$ cat config.mk
export PLATFORM = sky130hd
export DESIGN_NAME = decode_stage
export DESIGN_NICKNAME = d
export VERILOG_FILES = /design/src/rtl/decode_stage_pkg.sv /design/src/rtl/decode_stage_register_file.sv /design/src/rtl/decode_stage.sv
export SDC_FILE = /design/constraint.sdc
export NUM_CORES = 2
export LEC_CHECK = 0
export CAP_MARGIN = 20
export CORE_MARGIN = 1
export CORE_UTILIZATION = 30
export DETAILED_ROUTE_END_ITERATION = 10
export SLEW_MARGIN = 25
export SYNTH_ARGS = -nofsm -noshare
export SYNTH_HDL_FRONTEND = slang
export SYNTH_SLANG_ARGS = --single-unit
$ cat constraint.sdc
create_clock -name clk -period 45.3 [get_ports clk]
set_input_delay 9.06 -clock clk [delete_from_list [all_inputs] [get_ports clk]]
set_output_delay 9.06 -clock clk [all_outputs]
set_load 0.02 [all_outputs]
$ cat src/rtl/decode_stage_pkg.sv
// Shared types and decode helpers for the RV32 ID stage: encodings, control bundle,
// opcode constants, immediate extraction and the control decoder.
package decode_stage_pkg;

  localparam int unsigned INST_W   = 32;
  localparam int unsigned REG_ID_W = 5;

  typedef logic [INST_W-1:0] instruction_type;

  typedef enum logic [2:0] {
    ENC_R = 3'd0,
    ENC_I = 3'd1,
    ENC_S = 3'd2,
    ENC_B = 3'd3,
    ENC_U = 3'd4,
    ENC_J = 3'd5
  } encoding_type;

  typedef enum logic [1:0] {
    ALU_ADD = 2'd0,
    ALU_SUB = 2'd1,
    ALU_AND = 2'd2,
    ALU_OR  = 2'd3
  } alu_op_type;

  typedef struct packed {
    encoding_type encoding;
    alu_op_type   alu_op;
    logic         alu_src;
    logic         mem_read;
    logic         mem_write;
    logic         reg_write;
    logic         mem_to_reg;
    logic         is_branch;
  } control_type;

  typedef struct packed {
    control_type control;
    logic        illegal;
  } decode_type;

  localparam logic [6:0] OPC_OP     = 7'b0110011;
  localparam logic [6:0] OPC_OP_IMM = 7'b0010011;
  localparam logic [6:0] OPC_LOAD   = 7'b0000011;
  localparam logic [6:0] OPC_STORE  = 7'b0100011;
  localparam logic [6:0] OPC_BRANCH = 7'b1100011;
  localparam logic [6:0] OPC_LUI    = 7'b0110111;
  localparam logic [6:0] OPC_JAL    = 7'b1101111;

  // 32-bit sign-extended immediate; B/J bit 0 is always zero, R yields zero
  function automatic logic [31:0] immediate_extension(input instruction_type inst,
                                                       input encoding_type enc);
    logic [31:0] imm;
    case (enc)
      ENC_I:   imm = {{20{inst[31]}}, inst[31:20]};
      ENC_S:   imm = {{20{inst[31]}}, inst[31:25], inst[11:7]};
      ENC_B:   imm = {{19{inst[31]}}, inst[31], inst[7], inst[30:25], inst[11:8], 1'b0};
      ENC_U:   imm = {inst[31:12], 12'b0};
      ENC_J:   imm = {{11{inst[31]}}, inst[31], inst[19:12], inst[20], inst[30:21], 1'b0};
      default: imm = '0;
    endcase
    return imm;
  endfunction

  // Unsupported opcode/funct3 combinations decode to an all-zero (bubble) control word
  function automatic decode_type decode_control(input instruction_type inst);
    decode_type d;
    logic [2:0] f3;
    d  = '0;
    f3 = inst[14:12];
    case (inst[6:0])
      OPC_OP: begin
        d.control.encoding  = ENC_R;
        d.control.reg_write = 1'b1;
        case (f3)
          3'b000:  d.control.alu_op = inst[30] ? ALU_SUB : ALU_ADD;
          3'b111:  d.control.alu_op = ALU_AND;
          3'b110:  d.control.alu_op = ALU_OR;
          default: d.illegal = 1'b1;
        endcase
      end
      OPC_OP_IMM: begin
        d.control.encoding  = ENC_I;
        d.control.alu_src   = 1'b1;
        d.control.reg_write = 1'b1;
        case (f3)
          3'b000:  d.control.alu_op = ALU_ADD;
          3'b111:  d.control.alu_op = ALU_AND;
          3'b110:  d.control.alu_op = ALU_OR;
          default: d.illegal = 1'b1;
        endcase
      end
      OPC_LOAD: begin
        d.control.encoding   = ENC_I;
        d.control.alu_op     = ALU_ADD;
        d.control.alu_src    = 1'b1;
        d.control.mem_read   = 1'b1;
        d.control.reg_write  = 1'b1;
        d.control.mem_to_reg = 1'b1;
        d.illegal            = (f3 != 3'b010);
      end
      OPC_STORE: begin
        d.control.encoding  = ENC_S;
        d.control.alu_op    = ALU_ADD;
        d.control.alu_src   = 1'b1;
        d.control.mem_write = 1'b1;
        d.illegal           = (f3 != 3'b010);
      end
      OPC_BRANCH: begin
        d.control.encoding  = ENC_B;
        d.control.alu_op    = ALU_SUB;
        d.control.is_branch = 1'b1;
        d.illegal           = (f3 != 3'b000);
      end
      OPC_LUI: begin
        d.control.encoding  = ENC_U;
        d.control.alu_op    = ALU_ADD;
        d.control.alu_src   = 1'b1;
        d.control.reg_write = 1'b1;
      end
      OPC_JAL: begin
        d.control.encoding  = ENC_J;
        d.control.alu_op    = ALU_ADD;
        d.control.reg_write = 1'b1;
      end
      default: d.illegal = 1'b1;
    endcase
    if (d.illegal) d.control = '0;
    return d;
  endfunction

endpackage

$ cat src/rtl/decode_stage_register_file.sv
// Architectural register file: REG_COUNT x XLEN, two async read ports, one sync write port.
// x0 and ids beyond REG_COUNT always read zero.
module decode_register_file
  import decode_stage_pkg::*;
#(
  parameter int unsigned XLEN      = 32,
  parameter int unsigned REG_COUNT = 32
) (
  input  logic                clk,
  input  logic                reset,
  input  logic [REG_ID_W-1:0] rs1_id,
  input  logic [REG_ID_W-1:0] rs2_id,
  output logic [XLEN-1:0]     rd1,
  output logic [XLEN-1:0]     rd2,
  input  logic                write_en,
  input  logic [REG_ID_W-1:0] write_id,
  input  logic [XLEN-1:0]     write_data
);

  localparam int unsigned IDX_W = (REG_COUNT > 1) ? $clog2(REG_COUNT) : 1;
  localparam logic [REG_ID_W:0] REG_LIMIT = (REG_ID_W + 1)'(REG_COUNT);

  logic [XLEN-1:0] regs [REG_COUNT];

  function automatic logic id_valid(input logic [REG_ID_W-1:0] id);
    return (id != '0) && ({1'b0, id} < REG_LIMIT);
  endfunction

  always_comb begin
    rd1 = '0;
    rd2 = '0;
    if (id_valid(rs1_id)) rd1 = regs[rs1_id[IDX_W-1:0]];
    if (id_valid(rs2_id)) rd2 = regs[rs2_id[IDX_W-1:0]];
  end

  always_ff @(posedge clk or posedge reset) begin
    if (reset) begin
      for (int i = 0; i < int'(REG_COUNT); i++) regs[i] <= '0;
    end else if (write_en && id_valid(write_id)) begin
      regs[write_id[IDX_W-1:0]] <= write_data;
    end
  end

endmodule

$ cat src/rtl/decode_stage.sv
// Registered ID stage: decodes an IF/ID word, reads operands with write-back bypass,
// and holds a refreshable ID/EX bundle under a valid/ready handshake.
module decode_stage
  import decode_stage_pkg::*;
#(
  parameter int unsigned XLEN      = 32,
  parameter int unsigned PC_WIDTH  = 32,
  parameter int unsigned REG_COUNT = 32
) (
  input  logic                clk,
  input  logic                reset,
  input  logic                in_valid,
  output logic                in_ready,
  input  logic [PC_WIDTH-1:0] in_pc,
  input  instruction_type     in_instruction,
  input  logic                flush,
  output logic                out_valid,
  input  logic                out_ready,
  output logic [PC_WIDTH-1:0] out_pc,
  output logic [REG_ID_W-1:0] out_rs1_id,
  output logic [REG_ID_W-1:0] out_rs2_id,
  output logic [REG_ID_W-1:0] out_rd_id,
  output logic [XLEN-1:0]     out_data1,
  output logic [XLEN-1:0]     out_data2,
  output logic [XLEN-1:0]     out_immediate,
  output control_type         out_control,
  output logic                out_illegal,
  input  logic                wb_write_en,
  input  logic [REG_ID_W-1:0] wb_rd_id,
  input  logic [XLEN-1:0]     wb_data
);

  localparam logic [REG_ID_W:0] REG_LIMIT = (REG_ID_W + 1)'(REG_COUNT);

  decode_type          dec_c;
  encoding_type        enc_c;
  logic [REG_ID_W-1:0] rs1_c, rs2_c, rd_c;
  logic                illegal_c;
  control_type         control_c;
  logic [XLEN-1:0]     imm_c;
  logic [XLEN-1:0]     rf_data1, rf_data2;
  logic [XLEN-1:0]     data1_c, data2_c;
  logic                wb_we_c;
  logic                capture_c;

  function automatic logic id_in_range(input logic [REG_ID_W-1:0] id);
    return {1'b0, id} < REG_LIMIT;
  endfunction

  assign in_ready  = !out_valid || out_ready;
  assign capture_c = in_valid && in_ready;
  assign wb_we_c   = wb_write_en && (wb_rd_id != '0) && id_in_range(wb_rd_id);

  // Only fields the encoding actually uses are reported; the rest read as x0
  always_comb begin
    dec_c = decode_control(in_instruction);
    enc_c = dec_c.control.encoding;
    rs1_c = '0;
    rs2_c = '0;
    rd_c  = '0;
    if (!dec_c.illegal) begin
      if (enc_c inside {ENC_R, ENC_I, ENC_S, ENC_B}) rs1_c = in_instruction[19:15];
      if (enc_c inside {ENC_R, ENC_S, ENC_B})        rs2_c = in_instruction[24:20];
      if (enc_c inside {ENC_R, ENC_I, ENC_U, ENC_J}) rd_c  = in_instruction[11:7];
    end
    illegal_c = dec_c.illegal || !id_in_range(rs1_c) || !id_in_range(rs2_c)
                || !id_in_range(rd_c);
    control_c = illegal_c ? '0 : dec_c.control;
    imm_c     = XLEN'($signed(immediate_extension(in_instruction, enc_c)));
  end

  decode_register_file #(
    .XLEN      (XLEN),
    .REG_COUNT (REG_COUNT)
  ) u_register_file (
    .clk        (clk),
    .reset      (reset),
    .rs1_id     (rs1_c),
    .rs2_id     (rs2_c),
    .rd1        (rf_data1),
    .rd2        (rf_data2),
    .write_en   (wb_we_c),
    .write_id   (wb_rd_id),
    .write_data (wb_data)
  );

  // Same-cycle write-back wins over the stale register file value
  always_comb begin
    data1_c = rf_data1;
    data2_c = rf_data2;
    if (wb_we_c && (wb_rd_id == rs1_c)) data1_c = wb_data;
    if (wb_we_c && (wb_rd_id == rs2_c)) data2_c = wb_data;
  end

  always_ff @(posedge clk or posedge reset) begin
    if (reset) begin
      out_valid     <= 1'b0;
      out_pc        <= '0;
      out_rs1_id    <= '0;
      out_rs2_id    <= '0;
      out_rd_id     <= '0;
      out_data1     <= '0;
      out_data2     <= '0;
      out_immediate <= '0;
      out_control   <= '0;
      out_illegal   <= 1'b0;
    end else if (flush) begin
      out_valid <= 1'b0;
    end else if (capture_c) begin
      out_valid     <= 1'b1;
      out_pc        <= in_pc;
      out_rs1_id    <= rs1_c;
      out_rs2_id    <= rs2_c;
      out_rd_id     <= rd_c;
      out_data1     <= data1_c;
      out_data2     <= data2_c;
      out_immediate <= imm_c;
      out_control   <= control_c;
      out_illegal   <= illegal_c;
    end else if (out_ready) begin
      out_valid <= 1'b0;
    end else if (out_valid) begin
      // Held bundle tracks write-backs to its source registers
      if (wb_we_c && (wb_rd_id == out_rs1_id)) out_data1 <= wb_data;
      if (wb_we_c && (wb_rd_id == out_rs2_id)) out_data2 <= wb_data;
    end
  end

endmodule

==> results_dict.tcl <==
set metrics [dict create \
    status "finished clean" \
    synth_top_area_frac 0.478 \
    crit_path_top_delay_cell "clkdlybuf4s50_1" \
    cts-resized-gates 0 \
    critPathTopFamily "buffers and inverters" \
    cp.arrival_ps 10610 \
    avgSynthCellArea_um2 10.9 \
    skew_ps 22.2 \
    mostFrequentLayoutCell "dfrtp_1" \
    cts_inserted_buffers 120 \
    fin_setup_tns_ps 0 \
    root_buffer "clkbuf_16" \
    total_power_mw 2.92 \
    syn_area_um2 61700 \
    hpwlAfterDp_um 138000 \
    antenna_left 0 \
    drtPass1Iterations 6 \
    grt_pass1_wl_um 361000 \
    critPathMaxStageDelay_ps 720 \
    ir_drop_uv 32.5 \
    synth_edf_count 0 \
    critPathRequiredTime_ps 36240 \
    start_util 0.302 \
    synth-compound-area-share 0.135 \
    max_slew_margin 0.192 \
    p_seq_frac 0.476 \
    dp.cells 8125 \
    crit_chain "clkdlybuf4s50_1 -> nand2b_1 -> clkdlybuf4s50_1" \
    drive_gt1_frac 0.280 \
    htree_num_levels 3 \
    synth-main-ff-cell "dfrtp_1" \
    fin_ws_ps 25630 \
    synth_top_family_by_area "multiplexers" \
    p_leak_nw 29.4 \
    fin_util 0.346 \
    gp_congestion 0.862 \
    period_minus_slack_ps 19670 \
    cp_common_cell "clkdlybuf4s50_1" \
    ys_warn_count 0 \
    layout-area-overhead-vs-synth_pct 14.8 \
    dieArea_um2 207000 \
    drt-initial-drc-count 6960 \
    synth-xor-area-share 0.00256 \
    grt_pass1_vias 49856 \
    holdBufCountCts 0 \
    ys_types 72 \
    core-area_um2 204000 \
    pre_cts_ws_ps 25610 \
    synth_area_leaders "dfrtp_1, mux2_2, mux2i_1" \
    grt_max_degree 173 \
    pwr-share-comb 0.165 \
    fin_hold_ws_ps 399 \
    swShare 0.285 \
    synthAdderAreaFrac 0 \
    clk_latency_ps 770 \
    p_int_mw 2.09 \
    grt_usage 0.237 \
    synthMuxAreaShare 0.256 \
    hold_class "reg -> reg" \
    wl_per_cell_um 30.4 \
    cts_max_path_buffers 3 \
    cap_violations 0 \
    synth_top_cell_by_area "dfrtp_1" \
    holdPathStages 0 \
    path_depth 3 \
    rows 166 \
    die_h_um 455 \
    syn_nets 5761 \
    finalHoldViolCount 0 \
    placed_area_um2 66700 \
    drt-total-wl_um 255000 \
    critPathLaunchType "input pin" \
    die_x_um 455 \
    post_cts_buffers 0 \
    drc 0 \
    p_per_area_nw_per_um2 41.2 \
    setup_viol 0 \
    ys_seq_elements 1179 \
    worst-path-buf-inv 2 \
    n_fill_cell 20117 \
    antenna_found_initial 18 \
    clkSinkCount 1179 \
    nNetsFinal 5668 \
    end_kind "output port" \
    drv_slew 0 \
    cts.reportedPaths.clkPinSlew_ps 60 \
    worst_slew_pin_slew_ps 1210 \
    synthArstFlopShare 1.00 \
    fin_area_um2 70800 \
    grt-ovfl-total 0 \
    period_share 0.434 \
    switching_power_mw 0.831 \
    cts_tree "done" \
    yosys.area_share.simple 0.0885 \
    final_cell_count_no_fill 8372 \
    worst_r2r_path_depth 7 \
    crit_fanout 6 \
    grt_setup_unrepaired "false" \
    final_cell_mix "dfrtp_1, mux2_2, nand2_1, mux2i_1, clkdlybuf4s50_1" \
    clock_power_share 0.359 \
    portBuffers 263 \
    yosysSeqAreaShare 0.478 \
    fmax_ghz 0.0508 \
    syn_inst 5654 \
    via_per_inst 6.18 \
    dr_total_vias 51700 \
    criticalPathCategory "in -> out" \
    ios 264 \
]
-- flip-flops by register name, indices dropped and copies added (netlist names) --
signal	cells
out_valid	1
out_control	10
out_rs2_id	5
out_rd_id	5
out_rs1_id	5
u_register_file.regs	1024
out_illegal	1
out_data2	32
out_pc	32
out_immediate	32
out_data1	32
-- path summary, 6_finish.rpt --
| kind | from | endpoint | slack [ps] |
|---|---|---|---|
| max in group asynchronous | reset | u_register_file.regs[369] | 33360 |
| min in group asynchronous | reset | out_rs1_id[1] | 8700 |
| min reg2reg | u_register_file.regs[1004] | u_register_file.regs[1004] | 400 |
| max reg2reg | out_valid | out_data2[27] | 42070 |
| min | u_register_file.regs[1004] | u_register_file.regs[1004] | 400 |
| max | out_ready | in_ready | 25630 |
-- Yosys cell counts, types with 105 or more instances --
| master | instances |
|---|---|
| nor2_1 | 162 |
| a221oi_1 | 134 |
| o21ai_0 | 140 |
| nand3_1 | 159 |
| o22ai_1 | 183 |
| dfrtp_1 | 1179 |
| a32oi_1 | 105 |
| mux2i_1 | 293 |
| mux2_2 | 1138 |
| clkbuf_1 | 440 |
| a21oi_1 | 217 |
| nand2_1 | 714 |
-- layout make-up --
class | instances | area, um^2 | share of cell area
well taps | 2688 | 3360 | 0.0475
clock buffers | 192 | 3700 | 0.0522
inverters | 6 | 30.0 | 0.000424
repair buffers | 390 | 3590 | 0.0507
flip-flops and latches | 1179 | 29500 | 0.417
diodes | 26 | 65.1 | 0.000919
multi-input cells | 3864 | 30200 | 0.426
clock inverters | 27 | 379 | 0.00536
-- power groups by stage --
| stage | Clock (mW) | Combinational (mW) | Sequential, mW |
|---|---|---|---|
| 3_3_place_gp | 0 | 0.466 | 1.39 |
| 2_1_floorplan | 0 | 0.328 | 1.38 |
| 6_report | 1.05 | 0.481 | 1.39 |
| 5_1_grt | 1.10 | 0.519 | 1.41 |
| 3_5_place_dp | 0 | 0.477 | 1.40 |
| 4_1_cts | 1.06 | 0.479 | 1.38 |
-- layer usage --
layer,GRT usage,vias to the layer above,part of all wire
li1,-,20800,-
met1,0.319,26657,0.40
met2,0.342,3509,0.42
met3,0.0699,732,0.12
met4,0.126,2,0.056
met5,0,-,0.000079
-- cells by family (layout without fill, tap and decap cells) --
family / count (synthesis) / after routing
and+or+nand+nor: 1240 / 1240
AOI/OAI and AO/OA: 1173 / 1173
DFF: 1179 / 1179
xor gates and xnor gates: 18 / 18
muxes: 1433 / 1433
other: 0 / 26
buffers and inverters: 611 / 615
(Power assumes the default switching activity.)
